$ cat config.mk
export PLATFORM = sky130hd
export DESIGN_NAME = cart_header_loader
export DESIGN_NICKNAME = d
export VERILOG_FILES = /design/src/rtl/cart_header_loader.sv
export SDC_FILE = /design/constraint.sdc
export NUM_CORES = 1
export LEC_CHECK = 0
export ABC_CLOCK_PERIOD_IN_PS = 6100
export BUFFER_PORTS_ARGS = -buffer_cell sky130_fd_sc_hd__buf_2
export CAP_MARGIN = 20
export CORE_MARGIN = 2
export CORE_UTILIZATION = 48
export DETAILED_ROUTE_END_ITERATION = 10
export PLACE_DENSITY = 0.69
export REMOVE_ABC_BUFFERS = 1
export SKIP_CTS_REPAIR_TIMING = 1
export SYNTH_ARGS = -nofsm -noshare
export SYNTH_HDL_FRONTEND = slang
export SYNTH_SLANG_ARGS = --single-unit
$ cat constraint.sdc
create_clock -name clk -period 6.1 [get_ports clk]
set_input_delay 0 -clock clk [delete_from_list [all_inputs] [get_ports clk]]
set_output_delay 0 -clock clk [all_outputs]
set_load 0.1 [all_outputs]
$ cat src/rtl/cart_header_loader.sv
// Boot-time cartridge header scanner: reads 0x134..0x14D, verifies checksum and
// cartridge type, then configures the mapper and releases its reset.
module cart_header_loader #(
    parameter int TIMEOUT = 255
) (
    input  logic        clk,
    input  logic        reset,
    output logic        mem_req,
    output logic [20:0] mem_adr,
    input  logic        mem_ack,
    input  logic [7:0]  mem_data,
    output logic        mbc_reset,
    output logic [2:0]  rom_size,
    output logic [1:0]  ram_size,
    output logic [7:0]  cart_type,
    output logic        done,
    output logic        err,
    output logic [1:0]  err_code
);

    localparam int              TW        = $clog2(TIMEOUT + 1);
    localparam logic [TW-1:0]   T_LAST    = TW'(TIMEOUT - 1);
    localparam logic [20:0]     ADR_FIRST = 21'h134;
    localparam logic [20:0]     ADR_TYPE  = 21'h147;
    localparam logic [20:0]     ADR_ROM   = 21'h148;
    localparam logic [20:0]     ADR_RAM   = 21'h149;
    localparam logic [20:0]     ADR_CHK   = 21'h14D;

    typedef enum logic [2:0] {IDLE, REQ, STEP, CHECK, DONE, ERR} state_t;

    state_t        state, state_next;
    logic [20:0]   adr;
    logic [7:0]    sum;
    logic [7:0]    type_byte;
    logic [7:0]    rom_byte;
    logic [7:0]    ram_byte;
    logic [7:0]    chk_byte;
    logic [TW-1:0] tcnt;
    logic [1:0]    code;
    logic          timed_out;
    logic          sum_ok;
    logic          hdr_ok;

    // The edge that would make the count reach TIMEOUT is the abort edge.
    assign timed_out = (tcnt == T_LAST);
    assign sum_ok    = (sum == chk_byte);
    assign hdr_ok    = (type_byte <= 8'h03) && (rom_byte <= 8'h06) &&
                       (ram_byte == 8'h00 || ram_byte == 8'h02 || ram_byte == 8'h03);

    // NOTE: sequential state uses non-blocking assignments so every register
    // samples pre-edge values regardless of process ordering.
    always_ff @(posedge clk) begin
        if (reset) state <= IDLE;
        else       state <= state_next;
    end

    // NOTE: defaults first so no path leaves state_next unassigned (no latch).
    always_comb begin
        state_next = state;
        case (state)
            IDLE:  state_next = REQ;
            REQ: begin
                if (mem_ack)        state_next = STEP;
                else if (timed_out) state_next = ERR;
            end
            STEP:  state_next = (adr == ADR_CHK) ? CHECK : REQ;
            CHECK: state_next = (sum_ok && hdr_ok) ? DONE : ERR;
            DONE:  state_next = DONE;
            ERR:   state_next = ERR;
            default: state_next = IDLE;
        endcase
    end

    always_ff @(posedge clk) begin
        if (reset) begin
            adr       <= '0;
            sum       <= '0;
            type_byte <= '0;
            rom_byte  <= '0;
            ram_byte  <= '0;
            chk_byte  <= '0;
            tcnt      <= '0;
            code      <= '0;
        end else begin
            case (state)
                IDLE: begin
                    adr  <= ADR_FIRST;
                    sum  <= '0;
                    tcnt <= '0;
                end
                REQ: begin
                    if (mem_ack) begin
                        if (adr == ADR_CHK) chk_byte <= mem_data;
                        else                sum      <= sum - mem_data - 8'd1;
                        if (adr == ADR_TYPE) type_byte <= mem_data;
                        if (adr == ADR_ROM)  rom_byte  <= mem_data;
                        if (adr == ADR_RAM)  ram_byte  <= mem_data;
                    end else if (timed_out) begin
                        code <= 2'd1;
                    end else begin
                        tcnt <= tcnt + 1'b1;
                    end
                end
                STEP: begin
                    tcnt <= '0;
                    if (adr != ADR_CHK) adr <= adr + 21'd1;
                end
                CHECK: begin
                    if (!sum_ok)      code <= 2'd2;
                    else if (!hdr_ok) code <= 2'd3;
                end
                default: ;
            endcase
        end
    end

    // Configuration outputs are gated by DONE so they switch with done itself.
    assign mem_req   = (state == REQ);
    assign mem_adr   = adr;
    assign done      = (state == DONE);
    assign err       = (state == ERR);
    assign mbc_reset = ~done;
    assign err_code  = code;
    assign rom_size  = done ? rom_byte[2:0] : 3'd0;
    assign ram_size  = done ? ram_byte[1:0] : 2'd0;
    assign cart_type = done ? type_byte     : 8'd0;

endmodule

== Word level (Yosys, flattened, before mapping) ==
Index checks and enable logic that the tools add are counted.

* Register bits: 74
* Bits of input ports: 11
* Output and inout bits: 40
* Logic and storage cells: 79

* Magnitude comparators: 2
* Mux-type cells: 21
* Equal/unequal tests: 22
* Bitwise operators: 1
* $add $sub $neg: 4
* Reductions and logical operators: 20

{| class="wikitable"
|+ Operators by type and width
! cell !! number
|-
| 21-bit by 9-bit equality test with 1-bit output, second input constant || 4
|-
| 21-bit case mux with 2 select lines || 1
|-
| 8-bit 2-to-1 mux || 5
|-
| 8-bit case mux with 2 select lines || 2
|-
| 21-bit by 1-bit adder with 21-bit output, second input constant || 1
|-
| 21-bit 2-to-1 mux || 1
|-
| 21-bit by 9-bit != test with 1-bit output, second input constant || 1
|-
| 3-bit case mux with 6 select lines || 1
|-
| 3-bit AND reduction || 6
|-
| 8-bit by 2-bit equality test with 1-bit output, second input constant || 2
|-
| 2-bit 2-to-1 mux || 6
|-
| 3-bit 2-to-1 mux || 3
|-
| 8-bit by 1-bit adder with 8-bit output, second input constant || 1
|-
| 8-bit equality test || 1
|-
| 8-bit equality test, second input constant || 1
|-
| 8-bit by 2-bit <= comparator with 1-bit output, second input constant || 1
|-
| 8-bit by 3-bit <= comparator with 1-bit output, second input constant || 1
|-
| 8-bit logical NOT || 1
|-
| 2-bit != test, second input constant || 4
|-
| 2-bit nonzero test || 4
|-
| 8-bit by 1-bit subtractor with 8-bit output, second input constant || 1
|-
| 8-bit subtractor || 1
|-
| 3-bit by 2-bit equality test with 1-bit output, second input constant || 2
|-
| 3-bit equality test, second input constant || 2
|-
| 13 further kinds || 17
|}

== Depth between registers and ports, before layout ==
Gate-level depths: netlist of run 1.

* Depth after elaboration: 7
* Depth in mapped cells: 11
* Gate-level depth less buffers: 11

== Worst setup path before layout of run 1 ==
OpenSTA, ideal clock, no wires.

* Path kind: reg-to-output
* Start point: reg state[2]
* End point: out cart_type[0]
* Slack: 3.415 ns
* Cell stages (with the launch flop): 5
* Data required time: 6.100 ns
* Data arrival time: 2.685 ns
* Path through: dfxtp_1 inv_1 nor3_1 clkbuf_1 and2_1

* Longest elaborated chain between the ends: 2

{| class="wikitable"
|+ Ends and longest elaborated chain
! what !! line !! RTL
|-
| from (decl) || 31 || <nowiki>state_t state, state_next;</nowiki>
|-
| from (signal assigned) || 54 || <nowiki>else state <= state_next;</nowiki>
|-
| 3-bit equality test || 120 || <nowiki>assign done = (state == DONE);</nowiki>
|-
| named net done || 16 || <nowiki>output logic done,</nowiki>
|-
| 8-bit 2-to-1 mux || 126 || <nowiki>assign cart_type = done ? type_byte : 8'd0;</nowiki>
|-
| to (decl) || 15 || <nowiki>output logic [7:0] cart_type,</nowiki>
|}

The timed path passes the listed nets, and every way through them passes these cells.

== Worst setup path after layout of run 1 ==
* Start point: reg adr[5] (netlist: mem_adr[5])
* End point: reg sum[2]

* Longest elaborated chain between the ends: 3

{| class="wikitable"
|+ Ends and longest elaborated chain
! what !! line !! RTL
|-
| from (decl) || 32 || <nowiki>logic [20:0] adr;</nowiki>
|-
| from (signal assigned) || 106 || <nowiki>if (adr != ADR_CHK) adr <= adr + 21'd1;</nowiki>
|-
| 21-bit by 9-bit equality test with 1-bit output || 93 || <nowiki>if (adr == ADR_CHK) chk_byte <= mem_data;</nowiki>
|-
| 2-bit != test (no source line) || - ||
|-
| 3-bit AND reduction (no source line) || - ||
|-
| to (signal assigned) || 94 || <nowiki>else sum <= sum - mem_data - 8'd1;</nowiki>
|-
| to (decl) || 33 || <nowiki>logic [7:0] sum;</nowiki>
|}

No other way between the ends.
A chain may end at the register's enable or synchronous reset.

==> metrics.txt, run 1 <==
commonest cells after routing, fill and taps aside=nor2_1, dfxtp_1, buf_2, mux2i_1, xor2_1; WS Path Type=reg2reg; measured slew at the worst slew-check pin=605 ps; Arrival @ worst endpoint=2570 ps; clk slew on worst S/H paths=70 ps; die width=91.7 um; Leak=0.00196 uW; min-delay worst type=in2reg; VDD IR-drop max=0.142 mV; Detail Route Antenna Nets=0; main combinational cell family by area after synthesis=simple AND/OR/NAND/NOR gates; post-synthesis compound-gate area fraction=7.22%; Final setup violation count=0; share of post-route cells with drive strength above 1=16.2%; Clock H-tree levels=3; Die Span Y=91.7 um; xor/xnor share of the synthesized area=7.59%; power share of the clock group=36.9%; FFs w/ async S/R, synth=0%; final worst-path cycle share=38.6%; violated checks=negative hold slack; Post-synth EDFFs=0; largest net degree at the start of global routing=57; Core Region=7370 um2; grt ovf=0; delay-heaviest family, CP=simple AND/OR/NAND/NOR gates; synthesized area=3690 um2; adder-cell share of the synthesized area=4.61%; Nets=495; final slew viol count=0; ANT cells=0; RSZ-0062 raised after global routing=no; DRC Markers=0; initial antenna violation count=0; DR vias/cell=5.20; Worst Path Max Fanout=16; Startpoint Class=register; Layout Skew=8.45 ps; Max-slew headroom=59.6%; Avg WL per Cell=14.2 um; crit path buf inv count=0; I/O Pins=51; Synth Area in Simple Gates=26.8%; Post-synth top flop=dfxtp_1; I/O Buffers=50; Tmin final=2350 ps; Sink Count=74; status=finished with violations; synthesis-to-layout area growth=14.6%; Switch Pwr=293 uW; first-pass GRT wire length=13,400 um; crit path cell chain=nor4b_1 > nand2_1 > nor3_4 > or2_1 > nor3_1 > a31oi_1 > nor2_1; drt total wl=8140 um; cell-internal power=743 uW; clk root buf=clkbuf_8; CTS tree=yes; first drt pass iteration count=4; Row Count=31; Slowest cell on crit path=or2_1; die area=8410 um2; Final Hold Slack=-18.6 ps; all-layer global routing usage=19.8%; Starting Density=50.1%; commonest non-fill, non-tap cell in the layout=nor2_1; sequential area share after synthesis=40.1%; pwr dens=245 nW/um2; distinct cell type count after synthesis=51; CTS max path bufs=2; synth warn=0; worst skew pair latency=350 ps; Worst setup EP type=register; Final Hold Viols=2; #FFs+latches synth=74; switching fraction of total power=28.3%; syn_area_per_cell=8.75 um2; drt initial violations=114; Reg power frac=48.9%; dpl hpwl=5710 um; Max Fclk=425 MHz; vias in the first global route=2,731; via count=2,989; mux cell area share after synthesis=9.52%; Syn Inst Count=422; GPL Wtd Cong=0.809; Comb pwr share=14.2%; Fin Setup TNS=0 ps; Critical Path RT=6320 ps; TritonCTS Buffers=9; max incr delay on CP=500 ps; MaxCap Viol Count=0
[sequential cells by signal, indices dropped and copies added, names as in the netlist]
signal and flops:
tcnt 8, rom_byte 8, state 3, mem_adr 21, ram_byte 8, sum 8, chk_byte 8, err_code 2
type_byte 8
[synth_stat cells (all sizes together) (6+ instances only)]
| master | count | area share, % |
|---|---|---|
| a21oi | 11 | 1.5 |
| xnor2 | 6 | 1.4 |
| inv | 18 | 1.8 |
| nor3 | 10 | 2.1 |
| ha | 12 | 4.1 |
| and3 | 7 | 1.2 |
| dfxtp | 74 | 40 |
| nand2 | 15 | 1.6 |
| nor2b | 7 | 1.2 |
| nand3 | 24 | 3.5 |
| and2 | 13 | 2.2 |
| clkbuf | 14 | 1.4 |
| mux2i | 34 | 9.2 |
| nand2b | 9 | 1.7 |
| nor4 | 7 | 1.2 |
| nor2 | 79 | 8.0 |
| o21ai | 7 | 0.95 |
| xor2 | 26 | 6.2 |
[kinds of logic after synthesis]
group,after synthesis
simple gates,192
xor+xnor,32
flops,74
compound gates,40
buf+inv,36
fa+ha+maj,13
mux,35
[power by group through the flow]
| stage | combinational [uW] | clock (uW) | sequential, uW |
|---|---|---|---|
| floorplan | 80.2 | 0 | 542 |
| global placement | 143 | 0 | 517 |
| detailed placement | 145 | 0 | 518 |
| CTS | 145 | 394 | 506 |
| global route | 159 | 416 | 509 |
| finish | 147 | 383 | 507 |
[worst paths after layout]
kind / from / to / slack, ps / cells past startpoint
worst max-delay path: mem_adr[5]$_SDFFE_PP0P_ / sum[2]$_SDFFE_PP0P_ / 3750 / 7
worst max register to register: mem_adr[5]$_SDFFE_PP0P_ / sum[2]$_SDFFE_PP0P_ / 3750 / 7
worst min-delay path: mem_data[7] / rom_byte[7]$_SDFFE_PP0P_ / -20 / 3
worst min register to register: type_byte[1]$_SDFFE_PP0P_ / type_byte[1]$_SDFFE_PP0P_ / 490 / 2
[worst register-to-register path, cell delays in order, from the launching register on]
cell	delay, ps
dfxtp_1	370
nor4b_1	410
nand2_1	220
nor3_4	350
or2_1	510
nor3_1	140
a31oi_1	170
nor2_1	60
[routing by layer]
layer  GRT usage (%)  part of all wire [%]  up-vias
met3            5.75                   3.3        6
met1            25.7                    47     1396
met4            5.60                   1.1        0
li1                -                     -     1542
met2            32.2                    48       45
met5               0                     0        -
[per-stage QoR]
| stage | instances | total power, uW | worst slack [ps] | cell area [um2] | util, % |
|---|---|---|---|---|---|
| CTS | 571 | 1050 | 3780 | 4190 | 56.9 |
| floorplan | 404 | 622 | 1690 | 3610 | - |
| global placement | 555 | 660 | 3910 | 4000 | 54.2 |
| finish | 575 | 1040 | 3750 | 4230 | 57.4 |
| global route | 575 | 1080 | 3490 | 4230 | 57.4 |
| detailed placement | 555 | 663 | 3790 | 4000 | 54.2 |
[area by class of cell]
type                            count  area [um2]
Clock inverter                      2        35.0
Tap cell                           99         124
Multi-Input combinational cell    312        2060
Fill cell                         702        3140
Clock buffer                       14         163
Timing Repair Buffer               56         305
Inverter                           18        67.6
Sequential cell                    74        1480
Power figures use the tool's default switching activity.
==> run 2: changes to the inputs <==
ABC_CLOCK_PERIOD_IN_PS = 2500   (was 6100)
clock period = 2.5 ns   (was 6.1 ns; I/O delays follow)
==> metrics.txt, run 2 (synthesized netlist as in run 1, its figures left out) <==
min-delay worst type=in2reg (unchanged); Die Span Y=91.7 um (unchanged); Starting Density=50.1% (unchanged); Max Fclk=449 MHz (was 425 MHz); max incr delay on CP=540 ps (was 500 ps); clk slew on worst S/H paths=80 ps (was 70 ps); Clock H-tree levels=3 (unchanged); I/O Pins=51 (unchanged); post-route insts no fill=580 (was 575); measured slew at the worst slew-check pin=552 ps (was 605 ps); WS Path Type=reg2reg (unchanged); Worst R2R Path Depth=6 (was 7); via count=3,066 (was 2,989); Detail Route Antenna Nets=0 (unchanged); DR vias/cell=5.29 (was 5.20); vias in the first global route=2,969 (was 2,731); final slew viol count=0 (unchanged); CTS max path bufs=2 (unchanged); delay-heaviest family, CP=simple AND/OR/NAND/NOR gates (unchanged); Crit. Startpoint=mem_adr[5]$_SDFFE_PP0P_ (unchanged); Sink Count=74 (unchanged); pre-CTS setup slack=286 ps (was 3790 ps); Hold EP=rom_byte[7]$_SDFFE_PP0P_ (unchanged); GPL Wtd Cong=0.840 (was 0.809); Nets=500 (was 495); Final Hold Viols=11 (was 2); VDD IR-drop max=0.389 mV (was 0.142 mV); design area=4520 um2 (was 4230 um2); initial antenna violation count=0 (unchanged); DRC Markers=0 (unchanged); Layout Skew=9.51 ps (was 8.45 ps); Crit path depth=6 (was 7); RSZ-0062 raised after global routing=no (unchanged); all-layer global routing usage=20.4% (was 19.8%); Startpoint Class=register (unchanged); final worst-path cycle share=89.2% (was 38.6%); pwr dens=602 nW/um2 (was 245 nW/um2); Leak=0.00204 uW (was 0.00196 uW); TritonCTS Buffers=9 (unchanged); Worst Path Max Fanout=8 (was 16); Worst setup EP type=register (unchanged); commonest cells after routing, fill and taps aside=nor2_1, dfxtp_1, buf_2, mux2i_1, xor2_1 (unchanged); synthesis-to-layout area growth=22.5% (was 14.6%); commonest non-fill, non-tap cell in the layout=nor2_1 (unchanged); largest net degree at the start of global routing=39 (was 57); Hold Crit Depth=3 (unchanged); Hold Crit Start=mem_data[7] (unchanged); drt total wl=8150 um (was 8140 um); violated checks=negative hold slack (unchanged); I/O Buffers=50 (unchanged); CTS tree=yes (unchanged); Slowest cell on crit path=and4b_1 (was or2_1); ANT cells=0 (unchanged); die area=8410 um2 (unchanged); share of post-route cells with drive strength above 1=17.7% (was 16.2%); clk root buf=clkbuf_8 (unchanged); first drt pass iteration count=4 (unchanged); DP Area=4240 um2 (was 4000 um2); Worst Slack Setup Final=271 ps (was 3750 ps); Critical Path RT=2740 ps (was 6320 ps); cell count after placement=560 (was 555); first-pass GRT wire length=13,800 um (was 13,400 um); drt initial violations=100 (was 114); crit path buf inv count=0 (unchanged); Max-slew headroom=63.2% (was 59.6%); Avg WL per Cell=14.1 um (was 14.2 um); Arrival @ worst endpoint=2470 ps (was 2570 ps); Core Region=7370 um2 (unchanged); Final setup violation count=0 (unchanged); grt ovf=0 (unchanged); Row Count=31 (unchanged); max reg flops=21 (unchanged); R2R Path Start=mem_adr[5]$_SDFFE_PP0P_ (unchanged); status=finished with violations (unchanged); dpl hpwl=5840 um (was 5710 um); reg2reg end=type_byte[6]$_SDFFE_PP0P_ (was sum[2]$_SDFFE_PP0P_); Tmin final=2230 ps (was 2350 ps); crit path cell chain=nor4b_1 > nand2_1 > nor3_4 > and4b_1 > mux2i_1 > nor2_1 (was nor4b_1 > nand2_1 > nor3_4 > or2_1 > nor3_1 > a31oi_1 > nor2_1); MaxCap Viol Count=0 (unchanged); die width=91.7 um (unchanged); worst skew pair latency=360 ps (was 350 ps); r2r setup slk=270 ps (was 3750 ps); Final Hold Slack=-16.4 ps (was -18.6 ps)
[run 2: cell types whose count changed in the layout (fill, tap and decap cells not counted), sizes merged]
cell	before	now
clkinvlp	0	1
clkinv	1	2
clkbuf	14	9
bufinv	1	3
buf	52	57
inv	18	19
[run 2: how the worst max path moves through the flow]
stage               slack [ps]                   endpoint
global placement           320  type_byte[6]$_SDFFE_PP0P_
CTS                        260  type_byte[6]$_SDFFE_PP0P_
detailed placement         290  type_byte[6]$_SDFFE_PP0P_
global route                80  type_byte[5]$_SDFFE_PP0P_
floorplan                -1910                  mbc_reset
finish                     270  type_byte[6]$_SDFFE_PP0P_
[run 2: final cells by class]
type                    count  area, um2
clock buffers               9        124
clock inverters             7        116
fillers                   669       2850
inverters                  18       67.6
multi-input cells         312       2060
flip-flops and latches     74       1480
well taps                  99        124
repair buffers             61        553
[run 2: per-stage QoR]
step | total power (uW) | TNS (ps) | utilization [%] | hold WS, ps
floorplan | 1520 | -22920 | - | 69.1
global placement | 1620 | 0 | 57.6 | 322
detailed placement | 1630 | 0 | 57.6 | 326
CTS | 2740 | 0 | 60.8 | -43.5
global route | 2830 | 0 | 61.4 | 5.81
finish | 2720 | 0 | 61.4 | -16.4
[run 2: layer usage]
layer,global-route usage [%],up-vias,routed length (um)
li1,-,1546,-
met1,26.7,1450,3850
met2,32.6,54,3860
met3,3.86,16,256
met4,9.33,0,196
met5,0,-,0
[run 2: worst register-to-register path: cells and delay by family, from the launching register on]
| kind | cells | cell delay [ps] |
|---|---|---|
| simple gates | 5 | 1480 |
| mux | 1 | 260 |
| flops | 1 | 370 |
[run 2: report_power, final]
group          switching (uW)  leakage (uW)  internal, uW
registers                32.8      0.000598          1200
logic                     267       0.00132           106
clock network             454      0.000120           662
==> run 3: changes to the inputs <==
CTS_BUF_LIST = sky130_fd_sc_hd__clkbuf_8   (was default)
REMOVE_ABC_BUFFERS = default   (was 1)
==> metrics.txt, run 3 (synthesized netlist as in run 1, its figures left out) <==
status=finished, final reports clean (was finished with violations); vias in the first global route=2,807 (was 2,969); largest net degree at the start of global routing=35 (was 39); first-pass GRT wire length=13,200 um (was 13,800 um); clk slew on worst S/H paths=90 ps (was 80 ps); Layout Skew=20.5 ps (was 9.51 ps); Post-Syn Nets=446; delay-heaviest family, CP=buffers and inverters (was simple AND/OR/NAND/NOR gates); grt ovf=0 (unchanged); Starting Density=50.1% (unchanged); Final Hold Slack=65.6 ps (was -16.4 ps); Row Count=31 (unchanged); Detail Route Antenna Nets=0 (unchanged); WS Path Type=in2reg (was reg2reg); Arrival @ worst endpoint=2470 ps (about the same); cell-internal power=1790 uW (was 1970 uW); fill cell count=669 (unchanged); all-layer global routing usage=19.4% (was 20.4%); final worst-path cycle share=87.3% (was 89.2%); Startpoint Class=input pin (was register); Switch Pwr=815 uW (was 754 uW); power share of the clock group=38.3% (was 41.0%); pwr dens=600 nW/um2 (was 602 nW/um2); CTS tree=yes (unchanged); Die Span Y=91.7 um (unchanged); Fin Setup TNS=0 ps (unchanged); Critical Path RT=2790 ps (was 2740 ps); dpl hpwl=5700 um (was 5840 um); Leak=0.00201 uW (was 0.00204 uW); commonest cells after routing, fill and taps aside=nor2_1, dfxtp_1, buf_2, mux2i_1, xor2_1 (unchanged); initial antenna violation count=0 (unchanged); DR vias/cell=5.24 (was 5.29); Worst R2R Path Depth=8 (was 6); Worst Path Max Fanout=5 (was 8); drt total wl=8030 um (was 8150 um); Tmin final=2180 ps (was 2230 ps); first drt pass iteration count=4 (unchanged); GPL Wtd Cong=0.792 (was 0.840); ANT cells=0 (unchanged); share of post-route cells with drive strength above 1=18.1% (was 17.7%); Hold Crit Start=reset (was mem_data[7]); Clock H-tree levels=3 (unchanged); synthesis-to-layout area growth=17.5% (was 22.5%); FF/Latch Area=1480 um2 (about the same); Max Fclk=458 MHz (was 449 MHz); Slowest cell on crit path=dlygate4sd3_1 (was and4b_1); via count=3,070 (was 3,066); r2r setup slk=370 ps (was 270 ps); Final Hold Viols=0 (was 11); DRC Markers=0 (unchanged); reg2reg end=sum[7]$_SDFFE_PP0P_ (was type_byte[6]$_SDFFE_PP0P_); min-delay worst type=in2reg (unchanged); Max-slew headroom=64.4% (was 63.2%); Hold EP=mem_adr[1]$_SDFFE_PP0P_ (was rom_byte[7]$_SDFFE_PP0P_); Nets=506 (was 500); VDD IR-drop max=0.454 mV (was 0.389 mV); Reg power frac=47.4% (was 45.3%); drt initial violations=115 (was 100); Final setup violation count=0 (unchanged); RSZ-0062 raised after global routing=no (unchanged); Sink Count=74 (unchanged); clk root buf=clkbuf_8 (unchanged); crit path cell chain=dlygate4sd3_1 > buf_2 > inv_1 > ha_1 > a21oi_1 > nor2b_1 > a311oi_2 > a21oi_1 > xor2_1 > or4_1 > nand3_1 (was nor4b_1 > nand2_1 > nor3_4 > and4b_1 > mux2i_1 > nor2_1); final slew viol count=0 (unchanged); worst skew pair latency=360 ps (about the same); R2R Path Start=sum[3]$_SDFFE_PP0P_ (was mem_adr[5]$_SDFFE_PP0P_); die area=8410 um2 (unchanged); crit path buf inv count=3 (was 0); cell repeated most along the worst path=a21oi_1; max reg flops=21 (unchanged); Core Region=7370 um2 (unchanged); TritonCTS Buffers=9 (unchanged); die width=91.7 um (unchanged); Worst setup EP type=register (unchanged); Core Util, Final=58.9% (was 61.4%); MaxCap Viol Count=0 (unchanged); area of the multi-input gates=2060 um2 (unchanged); CTS max path bufs=2 (unchanged); Comb pwr share=14.3% (was 13.7%); commonest non-fill, non-tap cell in the layout=nor2_1 (unchanged); max incr delay on CP=520 ps (was 540 ps); Avg WL per Cell=13.7 um (was 14.1 um); I/O Pins=51 (unchanged); measured slew at the worst slew-check pin=535 ps (was 552 ps); switching fraction of total power=31.3% (was 27.7%); I/O Buffers=50 (unchanged); Hold Crit Depth=2 (was 3)
==> run 3: worst max path at each step <==
stage	startpoint	endpoint	slack (ps)	cells after the start
final	mem_data[3]	sum[7]$_SDFFE_PP0P_	320	11
after global routing	mem_data[3]	sum[7]$_SDFFE_PP0P_	210	11
after CTS	sum[3]$_SDFFE_PP0P_	sum[7]$_SDFFE_PP0P_	380	8
after detailed placement	sum[3]$_SDFFE_PP0P_	sum[7]$_SDFFE_PP0P_	410	8
after global placement	mem_adr[5]$_SDFFE_PP0P_	type_byte[2]$_SDFFE_PP0P_	450	7
after floorplan	mem_adr[2]$_SDFFE_PP0P_	mem_adr[18]$_SDFFE_PP0P_	20	7
==> run 3: metal layers <==
metal	track usage [%]	part of all wire [%]
met5	0	0
met4	6.47	1.5
met3	4.77	3.5
met2	31.1	47
met1	25.8	48
==> run 3: area by class of cell <==
type | instances | share of cell area [%]
tap | 99 | 2.85
clock inverter | 7 | 1.93
timing repair buffer | 67 | 9.22
inverter | 18 | 1.56
clock buffer | 9 | 2.85
multi-input combinational | 312 | 47.4
sequential | 74 | 34.2
==> run 3: through the flow <==
stage               cells  power, uW  setup slack (ps)  cell area, um2
floorplan             422       1540              17.4            3700
global placement      561       1620               455            4040
detailed placement    561       1620               411            4040
CTS                   577       2620               382            4250
global route          586       2720               213            4340
finish                586       2600               317            4340
==> run 3: power groups by stage <==
stage          registers, uW  clock network, uW  logic [uW]
2_1_floorplan           1320                  0         223
3_3_place_gp            1260                  0         356
3_5_place_dp            1260                  0         362
4_1_cts                 1230               1020         363
5_1_grt                 1240               1080         402
6_report                1230                998         373
